File: config.mk
export PLATFORM = sky130hd
export DESIGN_NAME = keypad_scanner
export DESIGN_NICKNAME = d
export VERILOG_FILES = /design/src/rtl/keypad_scanner.sv
export SDC_FILE = /design/constraint.sdc
export NUM_CORES = 1
export LEC_CHECK = 0
export BUFFER_PORTS_ARGS = -buffer_cell sky130_fd_sc_hd__buf_2
export CORE_ASPECT_RATIO = 2
export CORE_MARGIN = 5
export CORE_UTILIZATION = 54
export CTS_BUF_LIST = sky130_fd_sc_hd__clkbuf_4 sky130_fd_sc_hd__clkbuf_8 sky130_fd_sc_hd__clkbuf_16
export DETAILED_ROUTE_END_ITERATION = 12
export GPL_TIMING_DRIVEN = 0
export HOLD_SLACK_MARGIN = 0.05
export PLACE_DENSITY_LB_ADDON = 0.25
export SYNTH_ARGS = -nofsm -noshare
export SYNTH_HDL_FRONTEND = slang
export SYNTH_SLANG_ARGS = --single-unit
File: constraint.sdc
create_clock -name clk -period 2.9 [get_ports clk]
set_clock_uncertainty 0.05 [all_clocks]
set_input_delay 0.435 -clock clk [delete_from_list [all_inputs] [get_ports clk]]
set_output_delay 0.435 -clock clk [all_outputs]
set_load 0.1 [all_outputs]
File: src/rtl/keypad_scanner.sv
// 4x4 matrix keypad scanner: row-multiplexed sensing, frame-level debounce, valid/ready key output.
// Define KEYPAD_REPEAT_EN to auto-repeat a held key (REPEAT_DELAY, then every REPEAT_RATE frames).
module keypad_scanner #(
  parameter int SCAN_DIV       = 1000,
  parameter int DEBOUNCE_SCANS = 4,
  parameter int REPEAT_DELAY   = 50,
  parameter int REPEAT_RATE    = 10
) (
  input  logic       clk,
  input  logic       rstn,
  output logic [3:0] row,
  input  logic [3:0] col,
  output logic [3:0] key_code,
  output logic       key_valid,
  input  logic       key_ready,
  output logic       key_down,
  output logic       overrun
);

  if (SCAN_DIV < 4 || SCAN_DIV > 65535 || DEBOUNCE_SCANS < 2 || DEBOUNCE_SCANS > 15 ||
      REPEAT_DELAY < 1 || REPEAT_RATE < 1) begin : g_param_err
    $error("keypad_scanner: parameter out of range");
  end

  typedef enum logic [1:0] {S_IDLE, S_DEBOUNCE, S_PRESSED, S_RELEASE} state_t;

  logic [15:0] div_cnt;
  logic        tick, frame_end, one, hit, emit, handshake;
  logic [3:0]  col_s1, col_s2;
  logic [1:0]  row_idx;
  logic [1:0]  acc_n, row_n, row_col, f_n;
  logic [3:0]  acc_code, f_code;
  logic [2:0]  sum_n;
  state_t      state, state_n;
  logic [3:0]  cand, cand_n, dcnt, dcnt_n, dcnt_inc;
`ifdef KEYPAD_REPEAT_EN
  logic [15:0] rpt_cnt, rpt_cnt_n, rpt_inc;
  logic        rpt_first, rpt_first_n;
`endif

  assign tick      = (div_cnt == 16'(SCAN_DIV - 1));
  assign frame_end = tick && (row_idx == 2'd3);
  assign row       = ~(4'b0001 << row_idx);

  // Key count per row saturates at 2: anything beyond one key is a ghost-prone MULTI frame.
  always_comb begin
    row_n   = 2'd0;
    row_col = 2'd0;
    for (int c = 0; c < 4; c++) begin
      if (!col_s2[c]) begin
        if (row_n != 2'd2) row_n = row_n + 2'd1;
        row_col = 2'(c);
      end
    end
    sum_n  = {1'b0, acc_n} + {1'b0, row_n};
    f_n    = (sum_n > 3'd2) ? 2'd2 : sum_n[1:0];
    f_code = (acc_n != 2'd0) ? acc_code : {row_idx, row_col};
  end

  assign one = frame_end && (f_n == 2'd1);
  assign hit = one && (f_code == cand);

  always_ff @(posedge clk or negedge rstn) begin
    if (!rstn) begin
      div_cnt  <= '0;
      col_s1   <= 4'hf;
      col_s2   <= 4'hf;
      row_idx  <= 2'd0;
      acc_n    <= 2'd0;
      acc_code <= 4'd0;
    end else begin
      col_s1  <= col;
      col_s2  <= col_s1;
      div_cnt <= tick ? '0 : div_cnt + 16'd1;
      if (tick) begin
        row_idx <= row_idx + 2'd1;
        if (row_idx == 2'd3) begin
          acc_n    <= 2'd0;
          acc_code <= 4'd0;
        end else begin
          acc_n    <= f_n;
          acc_code <= f_code;
        end
      end
    end
  end

  assign dcnt_inc = dcnt + 4'd1;
`ifdef KEYPAD_REPEAT_EN
  assign rpt_inc  = rpt_cnt + 16'd1;
`endif

  always_comb begin
    state_n = state;
    cand_n  = cand;
    dcnt_n  = dcnt;
    emit    = 1'b0;
`ifdef KEYPAD_REPEAT_EN
    rpt_cnt_n   = rpt_cnt;
    rpt_first_n = rpt_first;
`endif
    if (frame_end) begin
      case (state)
        S_IDLE: if (one) begin
          cand_n  = f_code;
          dcnt_n  = 4'd1;
          state_n = S_DEBOUNCE;
        end
        S_DEBOUNCE: begin
          if (hit) begin
            dcnt_n = dcnt_inc;
            if (dcnt_inc == 4'(DEBOUNCE_SCANS)) begin
              emit    = 1'b1;
              state_n = S_PRESSED;
`ifdef KEYPAD_REPEAT_EN
              rpt_cnt_n   = '0;
              rpt_first_n = 1'b1;
`endif
            end
          end else if (one) begin
            cand_n = f_code;
            dcnt_n = 4'd1;
          end else begin
            state_n = S_IDLE;
          end
        end
        S_PRESSED: begin
          if (hit) begin
`ifdef KEYPAD_REPEAT_EN
            if (rpt_inc == (rpt_first ? 16'(REPEAT_DELAY) : 16'(REPEAT_RATE))) begin
              emit        = 1'b1;
              rpt_cnt_n   = '0;
              rpt_first_n = 1'b0;
            end else begin
              rpt_cnt_n = rpt_inc;
            end
`endif
          end else begin
            state_n = S_RELEASE;
            dcnt_n  = 4'd1;
          end
        end
        S_RELEASE: begin
          if (hit) begin
            state_n = S_PRESSED;
`ifdef KEYPAD_REPEAT_EN
            rpt_cnt_n   = '0;
            rpt_first_n = 1'b1;
`endif
          end else begin
            dcnt_n = dcnt_inc;
            if (dcnt_inc == 4'(DEBOUNCE_SCANS)) state_n = S_IDLE;
          end
        end
        default: state_n = S_IDLE;
      endcase
    end
  end

  assign handshake = key_valid && key_ready;

  always_ff @(posedge clk or negedge rstn) begin
    if (!rstn) begin
      state     <= S_IDLE;
      cand      <= 4'd0;
      dcnt      <= 4'd0;
      key_down  <= 1'b0;
      key_code  <= 4'd0;
      key_valid <= 1'b0;
      overrun   <= 1'b0;
`ifdef KEYPAD_REPEAT_EN
      rpt_cnt   <= '0;
      rpt_first <= 1'b1;
`endif
    end else begin
      state    <= state_n;
      cand     <= cand_n;
      dcnt     <= dcnt_n;
      key_down <= (state_n == S_PRESSED) || (state_n == S_RELEASE);
`ifdef KEYPAD_REPEAT_EN
      rpt_cnt   <= rpt_cnt_n;
      rpt_first <= rpt_first_n;
`endif
      // A pending key is never overwritten; the new one is dropped and flagged instead.
      if (emit) begin
        if (!key_valid || handshake) begin
          key_code  <= cand;
          key_valid <= 1'b1;
          if (handshake) overrun <= 1'b0;
        end else begin
          overrun <= 1'b1;
        end
      end else if (handshake) begin
        key_valid <= 1'b0;
        overrun   <= 1'b0;
      end
    end
  end

endmodule

### Word-level counts from Yosys, hierarchy flattened

Cells that the tools add are included.
Widths: inputs -> output; s select.

* logic and storage cells: 97
* output and inout bits: 11
* register bits after elaboration: 49
* bits of input ports: 7

* muxes and demuxes: 42
* $add $sub $neg: 7
* reductions and logical operators: 15
* shifts and indexed selects: 1
* $lt $le $gt $ge: 1
* equal/unequal tests: 17
* bitwise operators: 1

Operators with widths (count)
* $mux 2: 18
* $mux 4: 8
* $add 16x1->16 const B: 1
* $eq 16x10->1 const B: 1
* $mux 16: 1
* $pmux 4 s4: 1
* $mux 1: 12
* $ne 2x2->1 const B: 6
* $eq 2x2->1 const B: 5
* $add 2x1->2 const B: 4
* $pmux 2 s4: 1
* $pmux 4 s2: 1
* $reduce_and 3->1: 2
* $reduce_bool 2->1: 3
* $add 4x1->4 const B: 1
* $eq 2x1->1 const B: 2
* $eq 4x3->1 const B: 1
* $eq 4x4->1: 1
* $logic_and 1x1->1: 4
* $not 4->4: 1
* $reduce_and 2->1: 2
* $shl 1x2->4 const A: 1
* $add 2x2->3: 1
* $gt 3x2->1 const B: 1
* 4 further kinds: 5

### Depth between registers and ports, before layout

Gate-level depths: netlist of run 1.

* word-level depth: 21
* gate-level depth with buffers: 14
* gate-level depth less buffers: 14

### Least setup slack after synthesis of run 1

Ideal clock, no wire load.

* kind: register to register
* start: register col_s2[0]
* end: register cand[0]
* clock period less this slack: 3.120 ns
* setup time: 0.128 ns
* slack: -0.220 ns
* cell stages (with the launch flop): 14
* required time: 2.722 ns
* arrival: 2.942 ns
* buffers on the path: 0
* cell sequence: dfstp_2 inv_1 ha_1 mux2i_1 ha_1 nor2_1 a21oi_1 ha_1 inv_1 fa_1 nand3_1 nor3_4 a21boi_4 mux2_1

* longest elaborated chain between the ends: 18
* elaborated cells on any way between the ends: 24
* classes of those cells: add/sub (4); order compare (1); eq/ne (5); mux (11); reduce/logical (3)

Ends and longest elaborated chain
* start, declared: RTL line 29 `logic [3:0] col_s1, col_s2;`
* start signal, assigned: RTL line 73 `col_s2 <= col_s1;`
* $mux 1 *: RTL line 50 `if (!col_s2[c]) begin`
* $add 2x1->2 / $ne 2x2->1 (equally long branches): RTL line 51 `if (row_n != 2'd2) row_n = row_n + 2'd1;`
* $mux 2: RTL line 51
* $mux 2 *: RTL line 50
* $add 2x1->2 / $ne 2x2->1 (equally long branches): RTL line 51
* $mux 2: RTL line 51
* $mux 2 *: RTL line 50
* $add 2x1->2 / $ne 2x2->1 (equally long branches): RTL line 51
* [2 not listed]
* $add 2x2->3 *: RTL line 55 `sum_n = {1'b0, acc_n} + {1'b0, row_n};`
* $gt 3x2->1: RTL line 56 `f_n = (sum_n > 3'd2) ? 2'd2 : sum_n[1:0];`
* $mux 2 *: RTL line 56
* $eq 2x1->1 *: RTL line 60 `assign one = frame_end && (f_n == 2'd1);`
* $logic_and 1x1->1 *: RTL line 60
* $mux 4 / $logic_and 1x1->1 (equally long branches)
* $mux 4 / $ne 2x2->1 (equally long branches)
* $pmux 4 s2 / $reduce_and 3->1 (equally long branches)
* end signal, assigned: RTL line 177 `cand <= cand_n;`
* end, declared: RTL line 35 `logic [3:0] cand, cand_n, dcnt, dcnt_n, dcnt_inc;`

Mark *: on every way between the ends. The rest lies on a longest branch, timed or not. The select of a mux whose other input is x is not followed.
A chain may end at the register's enable or synchronous reset.

### Worst setup path in the final report of run 1

* start: register col_s2[1]
* end: register key_code[0]

* longest elaborated chain between the ends: 17
* elaborated cells on any way between the ends: 24
* classes of those cells: add/sub (3); order compare (1); eq/ne (4); mux (13); reduce/logical (3)

Ends and longest elaborated chain
* $mux 2: RTL line 50
* $add 2x1->2 / $ne 2x2->1 (equally long branches): RTL line 51
* $mux 2: RTL line 51
* $mux 2: RTL line 50
* $add 2x1->2 / $ne 2x2->1 (equally long branches): RTL line 51
* $mux 2: RTL line 51
* $mux 2: RTL line 50
* $add 2x2->3: RTL line 55
* $gt 3x2->1: RTL line 56
* $mux 2: RTL line 56
* $eq 2x1->1: RTL line 60
* $logic_and 1x1->1: RTL line 60
* $logic_and 1x1->1 *: RTL line 61 `assign hit = one && (f_code == cand);`
* $mux 1 *: RTL line 110 `if (hit) begin`
* $mux 1 *: RTL line 103 `case (state)`
* $mux 1 *: RTL line 102 `if (frame_end) begin`
* $reduce_and 2->1 (no line) *
* end signal, assigned: RTL line 187 `key_code <= cand;`
* end, declared: RTL line 13 `output logic [3:0] key_code,`

Mark *: on every way between the ends. The rest lies on a longest branch, timed or not.

==> impl_results.md, run 1 <==
- Psw: 0.000277 W
- Antenna Nets Post-Route: 0
- Max Slew Vio Count: 0
- Iter 0 DRT Violations: 39
- Residual DRC count: 0
- Drt first pass iters: 3
- Crit path cell chain: inv_2 > ha_4 > mux2i_4 > ha_2 > nor2_2 > a21oi_2 > ha_2 > inv_2 > fa_2 > nand3_4 > nor3_4 > buf_6 > nand4_4 > mux2_4
- Max Fclk: 308 MHz
- Clk_lat worst skew: 290 ps
- Inst Count DP: 305
- Total track usage: approximately 17%
- Avg Vias per Cell: 5.55
- Mapped Nets: 251
- GR peak layer: met2
- Vias in the first global route: between 1500 and 2000
- Cell taking the most area after synthesis: dfrtp_1
- Cell variety after synth: 57
- Clock network power share: 35.3%
- Comb pwr share: 7.5%
- NumNets Final: 282
- Failing checks: negative setup slack
- Synth Warn #: 0
- Max IR drop VDD: 0.000387 V
- Setup ws final: -344 ps
- R2r setup slk: -340 ps
- Number of diodes: 0
- Worst r2r dst: key_code[0]
- Min Hold Slack: 181 ps
- Critical Path AT: 3380 ps
- Vias: between 1500 and 2000
- CP Class: reg -> reg
- Setup crit end kind: flop
- Yosys top cell area share: 40.0%
- CTS tree: done
- Final period util: 112%
- Antenna violations before repair: 0
- Finished Cell Area: 0.00301 sq mm
- Minimum clock period: 3240 ps
- Share of cells above drive strength 1: 32.8%
- Slowest-stage cell, CP: dfstp_2
- RSZ-0062 raised after global routing: true
- Maxcap violations: 0
- Part of the power in registers: 57.2%
- Die Span Y: roughly 110 um
- GRT met2 Usage: ~33%
- Clock buffer count from CTS: 5
- Port bufs: 17
- Worst slack, placed: -517 ps
- WP data required: 3040 ps
- Lkg Pwr: 1.41 nW
- Clock root buffer: clkbuf_8
- CP delay by family, top: adder cells
- Die area: 0.00631 sq mm
- Buffers plus inverters on the worst setup path: 3
- Gate Count Post-Synth: 233
- Critical path origin: col_s2[1]
- Clock sinks: slightly below 50
- Commonest cells post-synth: dfrtp_1, nand2_1, nor2_1, inv_1, xor2_1
- Initial Utilization: roughly 56%
- Io pins: 18
- Tightest Pin Transition: between 1000 and 1500 ps
- Post-synth EDFFs: 0
- Ys async rst share: 100%
- Internal: 0.000944 W
- Clock buffer depth: 2
- Cell area after synthesis: 0.00256 sq mm
- Post-synthesis sequential area ratio: 48.2%
- Most frequent cell after synthesis: dfrtp_1
- Synth-to-layout area growth: 17.4%
- Die Wd: 58.7 um
- CTS H-tree lvls: 2
- Total Wirelength: 4750 um
- Syn avg cell area: 11.0 sq um
- Startpoint Class: flop
- DR WL/cell: 14.9 um
- Total grt overflow: 0
- Run status: complete, but fails checks
- Register-to-Register Path Depth: 14
- Reg-to-Reg Start: col_s2[1]
- Core Region: 0.00460 sq mm
- Final HPWL DP: between 3000 and 4000 um
- Crit-path max FO: 4
- Crit path capture: key_code[0]
- Placed instance area: 0.00272 sq mm
- FP Rows: 35
- Sw Share: 22.7%
- Final Hold Fails: 0
- Most used DFF post-synth: dfrtp_1
- GP Congestion: 0.799
- Clock transition at path regs: 80 ps
- Grt met3 use: 2.52%
- Final setup vio count: 17
- Critical path's largest stage delay: about 560 ps
- First-pass GRT wire length: 8090 um
- Largest net degree at the start of global routing: 50
- Slew headroom: 28.6%
- Hold Crit Class: in -> reg
- Crit path depth: 14
- Filler Cell Count: 372
- GR Util met1: 15.8%
- #FFs+latches synth: 49
- Area of the multi-input gates: 0.00137 sq mm
- Register area: 0.00124 sq mm
- Power per cell area: about 400 mW/mm^2
- Largest cells by area after synthesis: dfrtp_1, dfstp_2, ha_1, xor2_1, nand2_1
- Cell Count, Final, Fillers Out: 320
-- cell families after synthesis --
kind of cell | after synthesis | share of synthesized area, %
and+or+nand+nor | 84 | 19.6
muxes | 12 | 5.85
xor gates and xnor gates | 19 | 6.49
AOI/OAI and AO/OA | 38 | 11.0
DFF | 49 | 48.2
adders and majority gates | 11 | 5.66
buffers and inverters | 20 | 3.27
-- worst min path at each step --
stage,startpoint,to,slack [ps],cells past startpoint
after floorplan,rstn,acc_code[0],90,0
after global placement,col_s1[3],col_s2[3],300,0
after detailed placement,col_s1[3],col_s2[3],300,0
after CTS,col[3],col_s1[3],170,1
after global routing,col[3],col_s1[3],160,1
final,col[3],col_s1[3],180,1
-- worst register-to-register path, stage by stage, from the launching register on --
cell and delay [ps]:
dfstp_2 560, inv_2 50, ha_4 230, mux2i_4 170
ha_2 200, nor2_2 40, a21oi_2 110, ha_2 190
inv_2 40, fa_2 560, nand3_4 100, nor3_4 210
buf_6 130, nand4_4 140, mux2_4 360
-- layout make-up --
type	count	area share [%]
clock buffer	7	3.20
buffer	6	1.04
timing repair buffer	24	4.94
multi-input combinational	164	45.6
sequential	49	41.0
tap	55	2.29
inverter	14	1.74
clock inverter	1	0.166
-- routing by layer --
| layer | up-vias | wire length, um | share of wire (%) |
|---|---|---|---|
| met5 | - | 0 | 0 |
| met3 | 6 | 76 | 1.6 |
| met1 | 884 | 1760 | 37 |
| met4 | 0 | 76 | 1.6 |
| met2 | 14 | 2840 | 60 |
| li1 | 873 | - | - |
-- metrics by stage --
stage	TNS, ps	total power, W	utilization, %
after floorplan	-1500	0.000751	-
final	-4530	0.00122	65.5
after global routing	-6690	0.00128	65.5
after global placement	-4310	0.000775	59.2
after detailed placement	-5250	0.000777	59.2
after CTS	-4100	0.00123	63.3
-- what timing repair did --
action / CTS / global route
gates resized for setup: 13 / 18
pin swaps: 4 / 11
hold buffers: 0 / 0
setup buffers: 3 / 4
setup endpoints to repair: 17 / 18
-- state kept, by name (all words and copies together) (netlist names) --
| register | cells |
|---|---|
| acc_code | 4 |
| acc_n | 2 |
| overrun | 1 |
| col_s2 | 4 |
| key_valid | 1 |
| state | 2 |
| key_code | 4 |
| row_idx | 2 |
| cand | 4 |
| key_down | 1 |
| dcnt | 4 |
| div_cnt | 16 |
| col_s1 | 4 |
-- placed cells by master, fill, tap and decap left out, drive strengths merged, types with 2 or more instances in the layout --
cell type  instances
dfrtp             41
buf               27
nand2             25
nor2              17
inv               14
xor2              12
clkbuf            10
ha                10
o21ai             10
mux2               9
dfstp              8
nand3              8
a21oi              8
xnor2              7
nor4               5
and3               4
nand4              4
nor3               4
nand2b             3
a22oi              3
o21a               3
mux2i              3
and4b              2
and4               2
a32o               2
a22o               2
a21boi             2
or2                2
or3                2
o31ai              2
-- power by group through the flow --
| stage | Combinational, W | Sequential, W | Clock [W] |
|---|---|---|---|
| after floorplan | 0.0000329 | 0.000718 | 0 |
| after global placement | 0.0000650 | 0.000710 | 0 |
| after detailed placement | 0.0000666 | 0.000711 | 0 |
| after CTS | 0.0000805 | 0.000698 | 0.000454 |
| after global routing | 0.000101 | 0.000700 | 0.000476 |
| final | 0.0000910 | 0.000698 | 0.000431 |
(Power assumes the default switching activity.)
==> run 2, diff against run 1 <==
Settings changed: RECOVER_POWER set to 100, REMOVE_ABC_BUFFERS set to 1, SLEW_MARGIN set to 20.
==> run 2 against run 1 <==
Compared with the run above:
- sequential power about the same
- design area decreased by 1.4%
- total power decreased by 0.52%
- critical path type unchanged
- critical endpoint unchanged
- the flow finishes with violations (max-capacitance violations, max-slew violations, negative setup slack)
==> impl_results.md, run 2 (synthesis results as in run 1) <==
- Clk_lat worst skew: 300 ps (about the same)
- Part of the power in registers: 57.7% (+0.5 points)
- Die Span Y: 107 um (unchanged)
- Total Wirelength: 4750 um (about the same)
- Minimum clock period: 3220 ps (-19.1 ps)
- Number of diodes: 0 (unchanged)
- CP Class: reg -> reg
- Final Hold Fails: 0 (unchanged)
- Synth-to-layout area growth: 15.8%
- Slew headroom: -70.1% (-99 points)
- Hold Crit Class: in -> reg
- Share of cells above drive strength 1: 27.0% (-5.8 points)
- CTS H-tree lvls: 2 (unchanged)
- Max IR drop VDD: 0.000426 V (+10%)
- Comb pwr share: 7.4% (about the same)
- Internal: 0.000933 W (-1.2%)
- FP Rows: 35 (unchanged)
- Antenna violations before repair: 0 (unchanged)
- Maxcap violations: 1 (+1)
- Tightest Pin Transition: 2550 ps (+1480 ps)
- Inst Count DP: 299 (-2.0%)
- Avg Vias per Cell: 5.67 (+2.1%)
- Clock buffer count from CTS: 5 (unchanged)
- Initial Utilization: 55.8% (unchanged)
- Vias: 1780 (+0.17%)
- Residual DRC count: 0 (unchanged)
- Failing checks: max-capacitance violations, max-slew violations, negative setup slack
- Psw: 0.000282 W (+1.8%)
- Clock network power share: 34.9% (-0.4 points)
- Sum Neg Setup Slack: -3760 ps (+773 ps)
- Sw Share: 23.2% (+0.52 points)
- NumNets Final: 276 (-2.1%)
- Reg-to-Reg Start: col_s2[0]
- Final setup vio count: 15 (-2)
- Total track usage: 16.8% (+0.22 points)
- Power per cell area: 409 mW/mm^2 (+0.90%)
- Total grt overflow: 0 (unchanged)
- Crit-path max FO: 4 (unchanged)
- Hold path startpoint: col[0]
- Critical Path AT: 3370 ps (about the same)
- Drt first pass iters: 4 (+1)
- Iter 0 DRT Violations: 58 (+49%)
- Placed instance area: 0.00269 sq mm (-1.3%)
- Core Region: 0.00460 sq mm (unchanged)
- Max reg flops: 16 (unchanged)
- Antenna Nets Post-Route: 0 (unchanged)
- Largest net degree at the start of global routing: 50 (unchanged)
- Io pins: 18 (unchanged)
- Setup ws final: -325 ps (+19.1 ps)
- Most common cell after layout, fill and taps aside: dfrtp_1
- Finished Cell Area: 0.00297 sq mm (-1.4%)
- Clock transition at path regs: 100 ps (+20 ps)
- CTS tree: done
- GP Congestion: 0.793 (-0.66%)
- Clock buffer depth: 2 (unchanged)
- Final period util: 111% (-0.66 points)
- Setup crit end kind: flop
- DR WL/cell: 15.1 um (+1.9%)
- Port bufs: 17 (unchanged)
- Clock sinks: 49 (unchanged)
- Run status: complete, but fails checks
- WP data required: 3050 ps (about the same)
- Critical path origin: col_s2[0]
- Max Fclk: 310 MHz (+0.59%)
- CTS Hold Buffers Added: 0 (unchanged)
- Lkg Pwr: 1.32 nW (-6.0%)
- RSZ-0062 raised after global routing: true
- Die area: 0.00631 sq mm (unchanged)
- First-pass GRT wire length: 8210 um (+1.5%)
- Vias in the first global route: 1835 (-1.9%)
- Die Wd: 58.7 um (unchanged)
- Startpoint Class: flop
- Final HPWL DP: 3460 um (+0.58%)
- Max Slew Vio Count: 50 (+50)
- Cell Count, Final, Fillers Out: 314 (-1.9%)
- Most frequent cells in the layout: dfrtp_1, nand2_1, nor2_1, xor2_1, clkbuf_1
- Clock root buffer: clkbuf_8
- Biggest register: div_cnt
-- run 2: changes by cell type in the layout (fill, tap and decap cells not counted), moves of 2 or more --
cell and delta:
o21ai_1 -5, clkbuf_2 -2, o21ai_0 +5, buf_2 -14, clkbuf_1 +11
-- run 2: area by class of cell --
cell class | instances | area, sq um
Clock inverter | 1 | 7.51
Tap cell | 55 | 68.8
Timing Repair Buffer | 24 | 130
Inverter | 14 | 52.6
Multi-Input combinational cell | 164 | 1380
Fill cell | 384 | 1630
Sequential cell | 49 | 1240
Clock buffer | 7 | 90.1
-- run 2: worst max-delay path, stage by stage, from the launching register on --
cell and delay [ps]:
dfstp_2 570, inv_2 50, ha_4 230, mux2i_4 150, ha_2 200, nor2_2 40, a21oi_2 120, ha_2 190
inv_2 40, fa_2 570, nand3_4 110, nor3_4 170, buf_6 140, nand4_4 150, mux2_4 360
-- run 2: repair_timing --
action	in CTS	in global routing
setup buffers	5	2
resized for setup	13	18
pin swaps	2	6
setup endpoints to repair	17	18
-- run 2: metal layers --
layer	up-vias	routed length, um	GRT usage, %
met1	875	1800	18.2
li1	866	-	-
met2	28	2710	30.3
met5	-	0	0
met3	11	116	3.12
met4	0	132	7.62
-- run 2: path summary, 6_finish.rpt --
kind / to / slack, ps / depth (start not counted)
max in group asynchronous: acc_code[3] / 480 / 1
worst min-delay path: col_s1[0] / 180 / 1
worst max register to register: key_code[0] / -320 / 14
worst min register to register: col_s2[3] / 310 / 0
worst max-delay path: key_code[0] / -320 / 14
min in group asynchronous: dcnt[0] / 870 / 1
-- run 2: metrics by stage --
stage / util, % / hold slack, ps / power [W] / worst slack [ps]
finish: 64.6 / 185 / 0.00121 / -325
global route: 64.6 / 161 / 0.00127 / -460
CTS: 62.5 / 173 / 0.00121 / -363
detailed placement: 58.4 / 299 / 0.000775 / -494
global placement: 58.4 / 295 / 0.000774 / -479
floorplan: - / 89.4 / 0.000749 / -219
-- run 2: power groups by stage --
stage	Sequential [W]	Combinational (W)	Clock, W
floorplan	0.000719	0.0000300	0
global placement	0.000712	0.0000618	0
detailed placement	0.000712	0.0000631	0
CTS	0.000700	0.0000730	0.000439
global route	0.000703	0.000101	0.000469
finish	0.000701	0.0000898	0.000424
